## src/rtl/count_sequencer_pkg.sv

```systemverilog
// count_seq_pkg: state encoding and default parameters shared by the
// count_sequencer slice (package, interface, prescaler and top).
package count_seq_pkg;

  localparam int DEF_WIDTH      = 4;
  localparam int DEF_PRESCALE   = 4;
  localparam int DEF_SETTLE_CYC = 2;

  typedef enum logic [2:0] {
    ST_IDLE,
    ST_LOAD,
    ST_RUN,
    ST_SETTLE,
    ST_DONE
  } seq_state_t;

endpackage

```

## src/rtl/count_sequencer_if.sv

```systemverilog
// count_sequencer_if: control/status bundle between the system control logic,
// the sequenced counter and count_sequencer. The sequencer uses the slave view.
interface count_sequencer_if
  import count_seq_pkg::*;
#(
  parameter int WIDTH = DEF_WIDTH
) ();

  logic             start;
  logic             abort;
  logic [WIDTH-1:0] target;
  logic [WIDTH-1:0] count_in;
  logic             count_enable;
  logic             busy;
  logic             done;
  logic [WIDTH:0]   steps_left;
  logic             err;

  modport master (
    output start, abort, target, count_in,
    input  count_enable, busy, done, steps_left, err
  );

  modport slave (
    input  start, abort, target, count_in,
    output count_enable, busy, done, steps_left, err
  );

endinterface

```

## src/rtl/count_sequencer_enable_prescaler.sv

```systemverilog
// enable_prescaler: modulo-PRESCALE counter. tick reports that the counter
// will hold its terminal count in the coming cycle, so a register fed by tick
// is high exactly while the counter sits at PRESCALE-1.
module enable_prescaler
  import count_seq_pkg::*;
#(
  parameter int PRESCALE = DEF_PRESCALE
) (
  input  logic clock,
  input  logic reset_N,
  input  logic clear,
  input  logic run,
  output logic tick
);

  localparam int            CW   = (PRESCALE > 1) ? $clog2(PRESCALE) : 1;
  localparam logic [CW-1:0] LAST = CW'(PRESCALE - 1);

  logic [CW-1:0] cnt;
  logic [CW-1:0] cnt_next;

  // Next count: clear wins, otherwise step and wrap while running, else hold.
  always_comb begin
    cnt_next = cnt;
    if (clear) begin
      cnt_next = '0;
    end else if (run) begin
      cnt_next = (cnt == LAST) ? '0 : cnt + 1'b1;
    end
  end

  assign tick = (cnt_next == LAST);

  // Prescale count register.
  always_ff @(posedge clock or negedge reset_N) begin
    if (!reset_N) begin
      cnt <= '0;
    end else begin
      cnt <= cnt_next;
    end
  end

endmodule

```

## src/rtl/count_sequencer.sv

```systemverilog
// count_sequencer: drives a WIDTH-bit counter's count_enable from its current
// value up to a latched target, one pulse every PRESCALE cycles, then waits
// SETTLE_CYC cycles and reports done. Optional macro COUNT_CHECK_EN adds the
// sticky err flag for a settled count that misses the target.
module count_sequencer
  import count_seq_pkg::*;
#(
  parameter int WIDTH      = DEF_WIDTH,
  parameter int PRESCALE   = DEF_PRESCALE,
  parameter int SETTLE_CYC = DEF_SETTLE_CYC
) (
  input logic              clock,
  input logic              reset_N,
  count_sequencer_if.slave bus
);

  localparam int             SW          = (SETTLE_CYC > 1) ? $clog2(SETTLE_CYC) : 1;
  localparam logic [SW-1:0]  SETTLE_LAST = SW'(SETTLE_CYC - 1);
  localparam logic [WIDTH:0] FULL_REV    = {1'b1, {WIDTH{1'b0}}};
  localparam logic [WIDTH:0] ONE_STEP    = (WIDTH + 1)'(1);

  seq_state_t       state;
  logic [WIDTH-1:0] target_lat;
  logic [WIDTH-1:0] distance;
  logic [WIDTH:0]   steps;
  logic [SW-1:0]    settle_cnt;
  logic             count_enable_r;
  logic             busy_r;
  logic             done_r;
  logic             presc_clear;
  logic             presc_run;
  logic             presc_tick;

  // The prescaler only advances in RUN; everywhere else (and on abort) it is
  // held at zero so the first pulse of a run lands PRESCALE-1 cycles in.
  assign presc_run   = (state == ST_RUN);
  assign presc_clear = !presc_run || bus.abort;
  assign distance    = target_lat - bus.count_in;

  enable_prescaler #(
    .PRESCALE (PRESCALE)
  ) u_prescaler (
    .clock   (clock),
    .reset_N (reset_N),
    .clear   (presc_clear),
    .run     (presc_run),
    .tick    (presc_tick)
  );

  // Sequencing FSM; every output is registered together with the state.
  always_ff @(posedge clock or negedge reset_N) begin
    if (!reset_N) begin
      state          <= ST_IDLE;
      target_lat     <= '0;
      steps          <= '0;
      settle_cnt     <= '0;
      count_enable_r <= 1'b0;
      busy_r         <= 1'b0;
      done_r         <= 1'b0;
    end else begin
      done_r <= 1'b0;
      case (state)
        ST_IDLE: begin
          if (bus.start && !bus.abort) begin
            target_lat <= bus.target;
            busy_r     <= 1'b1;
            state      <= ST_LOAD;
          end
        end
        ST_LOAD: begin
          if (bus.abort) begin
            state  <= ST_IDLE;
            busy_r <= 1'b0;
            steps  <= '0;
          end else begin
            // Equal start and target means one full revolution.
            steps          <= (distance == '0) ? FULL_REV : {1'b0, distance};
            count_enable_r <= presc_tick;
            state          <= ST_RUN;
          end
        end
        ST_RUN: begin
          if (bus.abort) begin
            state          <= ST_IDLE;
            busy_r         <= 1'b0;
            steps          <= '0;
            count_enable_r <= 1'b0;
          end else if (count_enable_r && steps == ONE_STEP) begin
            steps          <= '0;
            count_enable_r <= 1'b0;
            settle_cnt     <= '0;
            state          <= ST_SETTLE;
          end else begin
            if (count_enable_r) begin
              steps <= steps - 1'b1;
            end
            count_enable_r <= presc_tick;
          end
        end
        ST_SETTLE: begin
          if (bus.abort) begin
            state  <= ST_IDLE;
            busy_r <= 1'b0;
            steps  <= '0;
          end else if (settle_cnt == SETTLE_LAST) begin
            state  <= ST_DONE;
            busy_r <= 1'b0;
            done_r <= 1'b1;
          end else begin
            settle_cnt <= settle_cnt + 1'b1;
          end
        end
        ST_DONE: begin
          state <= ST_IDLE;
        end
        default: begin
          state <= ST_IDLE;
        end
      endcase
    end
  end

`ifdef COUNT_CHECK_EN
  logic err_r;

  // Sticky mismatch flag: cleared by an accepted start, set when the settled
  // count differs from the latched target on the way into DONE.
  always_ff @(posedge clock or negedge reset_N) begin
    if (!reset_N) begin
      err_r <= 1'b0;
    end else if (state == ST_IDLE && bus.start && !bus.abort) begin
      err_r <= 1'b0;
    end else if (state == ST_SETTLE && !bus.abort && settle_cnt == SETTLE_LAST &&
                 bus.count_in != target_lat) begin
      err_r <= 1'b1;
    end
  end

  assign bus.err = err_r;
`else
  assign bus.err = 1'b0;
`endif

  assign bus.count_enable = count_enable_r;
  assign bus.busy         = busy_r;
  assign bus.done         = done_r;
  assign bus.steps_left   = steps;

endmodule

```

## src/flat_wrapper.sv

```systemverilog
// flat-port wrapper written by rule: the top's interface ports become plain ports
module count_sequencer_flat import count_seq_pkg::*;
#(
  parameter int WIDTH      = DEF_WIDTH,
  parameter int PRESCALE   = DEF_PRESCALE,
  parameter int SETTLE_CYC = DEF_SETTLE_CYC
)
  (clock, reset_N, bus_start, bus_abort, bus_target, bus_count_in, bus_count_enable, bus_busy, bus_done, bus_steps_left, bus_err);
  count_sequencer_if #(.WIDTH(WIDTH)) bus_i ();
  input logic clock;
  input logic reset_N;
  input wire logic [$bits(bus_i.start)-1:0] bus_start;
  input wire logic [$bits(bus_i.abort)-1:0] bus_abort;
  input wire logic [$bits(bus_i.target)-1:0] bus_target;
  input wire logic [$bits(bus_i.count_in)-1:0] bus_count_in;
  output wire logic [$bits(bus_i.count_enable)-1:0] bus_count_enable;
  output wire logic [$bits(bus_i.busy)-1:0] bus_busy;
  output wire logic [$bits(bus_i.done)-1:0] bus_done;
  output wire logic [$bits(bus_i.steps_left)-1:0] bus_steps_left;
  output wire logic [$bits(bus_i.err)-1:0] bus_err;
  assign bus_i.start = bus_start;
  assign bus_i.abort = bus_abort;
  assign bus_i.target = bus_target;
  assign bus_i.count_in = bus_count_in;
  assign bus_count_enable = bus_i.count_enable;
  assign bus_busy = bus_i.busy;
  assign bus_done = bus_i.done;
  assign bus_steps_left = bus_i.steps_left;
  assign bus_err = bus_i.err;
  count_sequencer #(.WIDTH(WIDTH), .PRESCALE(PRESCALE), .SETTLE_CYC(SETTLE_CYC)) u_core (.clock(clock), .reset_N(reset_N), .bus(bus_i));
endmodule
```

## config.mk

```make
export PLATFORM = sky130hd
export DESIGN_NAME = count_sequencer_flat
export DESIGN_NICKNAME = d
export VERILOG_FILES = /design/src/rtl/count_sequencer_pkg.sv /design/src/rtl/count_sequencer_if.sv /design/src/rtl/count_sequencer_enable_prescaler.sv /design/src/rtl/count_sequencer.sv /design/src/flat_wrapper.sv
export SDC_FILE = /design/constraint.sdc
export NUM_CORES = 1
export LEC_CHECK = 0
export CAP_MARGIN = 20
export CORE_ASPECT_RATIO = 0.7
export CORE_MARGIN = 4
export CORE_UTILIZATION = 45
export CTS_BUF_LIST = sky130_fd_sc_hd__clkbuf_8
export CTS_CLUSTER_DIAMETER = 30
export DETAILED_ROUTE_END_ITERATION = 6
export HOLD_SLACK_MARGIN = 0.15
export PLACE_DENSITY = 0.69
export SLEW_MARGIN = 20
export SYNTH_ARGS = -nofsm -noshare
export SYNTH_HDL_FRONTEND = slang
export SYNTH_SLANG_ARGS = --single-unit
```

## constraint.sdc

```tcl
create_clock -name clock -period 2.18 [get_ports clock]
set_input_delay 0.436 -clock clock [delete_from_list [all_inputs] [get_ports clock]]
set_output_delay 0.436 -clock clock [all_outputs]
set_load 0.01 [all_outputs]
```

==> results of run 1 <==
-- worst max-delay path by stage --
stage | startpoint | to | slack (ns)
3_5_place_dp | bus_count_in[0] | u_core.bus.steps_left[4] | -0.16
4_1_cts | bus_count_in[0] | u_core.bus.steps_left[4] | 0.12
6_report | bus_count_in[0] | u_core.bus.steps_left[4] | 0.12
2_1_floorplan | bus_count_in[0] | u_core.bus.steps_left[4] | 0.40
5_1_grt | bus_count_in[0] | u_core.bus.steps_left[4] | 0.05
3_3_place_gp | bus_count_in[0] | u_core.bus.steps_left[4] | -0.13
-- synth_stat cells (2+ instances only) --
cell type   n  area share, %
nor3b_1     2            1.3
xor2_1      2            1.6
and4_1      3            2.3
nor2b_1     3            1.7
o21ai_0     3            1.3
nor3_1      5            2.2
o41ai_1     2            1.6
a31oi_1     2            1.1
inv_1      11            3.7
a22o_1      2            1.6
buf_4       2            1.3
nor2_1      6            2.0
dfrtp_1    18             40
mux2_2      5            5.0
and3_1      2            1.1
nand3_1     2           0.89
nand2_1     3            1.0
ha_1        6            6.7
clkbuf_1    2           0.67
a21oi_1     3            1.3
a21o_1      2            1.3
-- cell families (layout without fill, tap and decap cells) --
logic type	after synthesis	after routing
multiplexers	5	5
AND/OR/NAND/NOR	31	31
XOR/XNOR	3	3
other	1	1
flip-flops	18	18
buffers and inverters	16	43
AO/OA/AOI/OAI	28	28
adder cells (fa/ha/maj)	7	7
-- layer usage --
| layer | global-route usage (%) | part of all wire (%) | vias to the layer above |
|---|---|---|---|
| met5 | 0 | 0 | - |
| met4 | 4.71 | 1.1 | 0 |
| met3 | 5.45 | 4.7 | 4 |
| met2 | 24.9 | 46 | 17 |
| met1 | 19.5 | 48 | 414 |
| li1 | - | - | 454 |
-- power breakdown --
part           switching, mW  total [mW]  internal (mW)  leakage, nW
sequential            0.0823       0.481          0.399        0.229
clock                  0.118       0.279          0.161       0.0288
combinational          0.215       0.483          0.268        0.406
total                  0.415        1.24          0.828        0.664
-- flip-flops by register name (all words and copies together) (netlist names) --
name,count
u_core.settle_cnt,1
u_core.bus.steps_left,5
u_core.bus.done,1
u_core.bus.busy,1
u_core.state,3
u_core.u_prescaler.cnt,2
u_core.target_lat,4
u_core.bus.count_enable,1
-- area by class of cell --
cell class	count	area, um2	area share, %
tap	32	40.0	2.78
clock buffer	4	55.1	3.82
multi-input combinational	75	597	41.4
timing repair buffer	28	258	17.9
inverter	11	41.3	2.86
sequential	18	450	31.3
-- placed cells by master (no fill, tap or decap), types with 3 or more instances in the layout --
| cell type | instances |
|---|---|
| and4_1 | 3 |
| clkbuf_8 | 4 |
| dfrtp_1 | 18 |
| ha_1 | 6 |
| o21ai_0 | 3 |
| clkdlybuf4s50_1 | 19 |
| buf_4 | 9 |
| nand2_1 | 3 |
| mux2_2 | 5 |
| inv_1 | 11 |
| nor3_1 | 5 |
| nor2_1 | 6 |
| a21oi_1 | 3 |
| nor2b_1 | 3 |
-- through the flow --
| step | total power [mW] | util, % |
|---|---|---|
| final | 1.24 | 63.8 |
| after global routing | 1.33 | 63.8 |
| after CTS | 1.25 | 63.8 |
| after detailed placement | 0.971 | 61.4 |
| after global placement | 0.957 | 61.4 |
| after floorplan | 0.767 | - |
-- critical path, cell delays in order --
cell and delay, ns:
clkdlybuf4s50_1 0.46, ha_1 0.13, inv_1 0.06, fa_1 0.38, xor2_1 0.20, nor3b_1 0.08, and3_1 0.18, a211o_1 0.28
==> summary.md, run 1 <==
| Metric | Value |
|---|---|
| Setup_tns | 0 ns |
| Asr flop ratio synth | 100% |
| Final Cycle Share | ~95% |
| Largest family of logic cells by synthesized area | compound AO/OA/AOI/OAI gates |
| Final WS setup | 0.119 ns |
| DRC violations left | 0 |
| Gr ovfl total | 0 |
| DR WL/cell | 13.7 um |
| HP Class | reg2reg |
| RR Endpoint | u_core.bus.steps_left[4] |
| Startpoint Class | primary input |
| Fin Clk Skew | roughly 0.0065 ns |
| Cts hold-fix bufs | 0 |
| RSZ-0062 raised after global routing | no |
| CTS sink count | 18 |
| Initial Util | 49.7% |
| DP Area | roughly 0.0014 mm2 |
| CTS tree | done |
| Net Count, Synth | about 130 |
| Fmax | about 490 MHz |
| Peak supply drop | ~0.51 mV |
| GP Congestion | 0.876 |
| Drt first pass iters | 4 |
| Power density cells | about 860 mW/mm2 |
| Via density | 5.29 |
| IO Pins | 21 |
| Overall routing resource usage | 15.6% |
| Final instance area | about 0.0014 mm2 |
| Clock buffer depth | 2 |
| Critical path required time | roughly 2.3 ns |
| Unique masters post-synth | between 40 and 50 |
| Worst reg2reg startpoint | u_core.target_lat[0] |
| Die width | around 68 um |
| Fin cells | 168 |
| CP arrival | 2.21 ns |
| Register bit total from synthesis | 18 |
| Layout cell share with drive strength beyond 1 | between 15 and 20% |
| Hold Slack | 0.464 ns |
| Outcome | finished clean |
| DRT iter0 DRCs | 38 |
| Fin nets | about 160 |
| Overall die area | 0.00337 mm2 |
| Primary FF master, synth | dfrtp_1 |
| Placed insts | about 160 |
| Die height | roughly 50 um |
| CP Capture Type | flip-flop |
| DP Worst Slack | -0.161 ns |
| Dpl hpwl | 1.77 mm |
| Hold Vio Cnt, Final | 0 |
| Synth warn | 0 |
| H-tree depth | 1 |
| Proportion of synthesized area in mux cells | under 10% |
| Synthesized instance count | around 110 |
| Worst reg-to-reg setup slack | 0.33 ns |
| Final Max Tran Viols | 0 |
| Routed Wire Length | between 2 and 2.5 mm |
| Ant. Diodes | 0 |
| Synth Area in XOR/XNOR | roughly 2.3% |
| CTS Buf Count | 3 |
| Syn avg cell area | 10.3 um2 |
| Sequential-to-total area share from yosys stat | roughly two fifths |
| Post-cts resize count | 0 |
| Number of fill cells | 180 |
| Hold path cells | 1 |
| Initial antenna violation count | 0 |
| Vias | a little under 900 |
| Final antenna-violating net count | 0 |
| Core ar. | around 0.0023 mm2 |
| Worst reg-to-reg path cell count | 8 |
| Simple-Gate Fraction of Synth Area | 17.6% |
| Hold path endpoint | u_core.u_prescaler.cnt[0] |
| Netlist Area Pre-Place | between 0.001 and 0.0015 mm2 |
| Min Tclk post-route | 2.06 ns |
| Finish-stage setup viols | 0 |
| Layout Area Growth over Synthesis | 28.4% |
| Root buf cell | clkbuf_8 |
| EDFF count, synth | 0 |
| Post-CTS setup buffer count | 0 |
| Post-synthesis compound-gate area fraction | slightly below 20% |
| Hold_sp | u_core.u_prescaler.cnt[0] |
| Cell Rows | 14 |
| Port Buffers | 19 |
| Clk_lat worst skew | between 0.2 and 0.3 ns |
| Largest net degree at the start of global routing | 19 |
| Post-synthesis adder-cell area fraction | 8.47% |
| Max-cap violations | 0 |
| Clock slew at reported path FFs | ~0.07 ns |
| Vias in the first global route | 910 |
| CP Class | in2reg |
| First-pass GRT wire length | between 3 and 4 mm |
| Leak | between 0.6 and 0.7 nW |
| CP max FO | 2 |
Power figures use the tool's default switching activity.
==> run 2, diff against run 1 <==
Settings changed: HOLD_SLACK_MARGIN 0.15 to default.
==> results of run 2 <==
No change in the layout: final DEF, timing and power equal those of run 1.
==> run 3, diff against run 2 <==
Settings changed: TNS_END_PERCENT from default to 20.
==> results of run 3 <==
No change in the layout: final DEF, timing and power equal those of run 1.
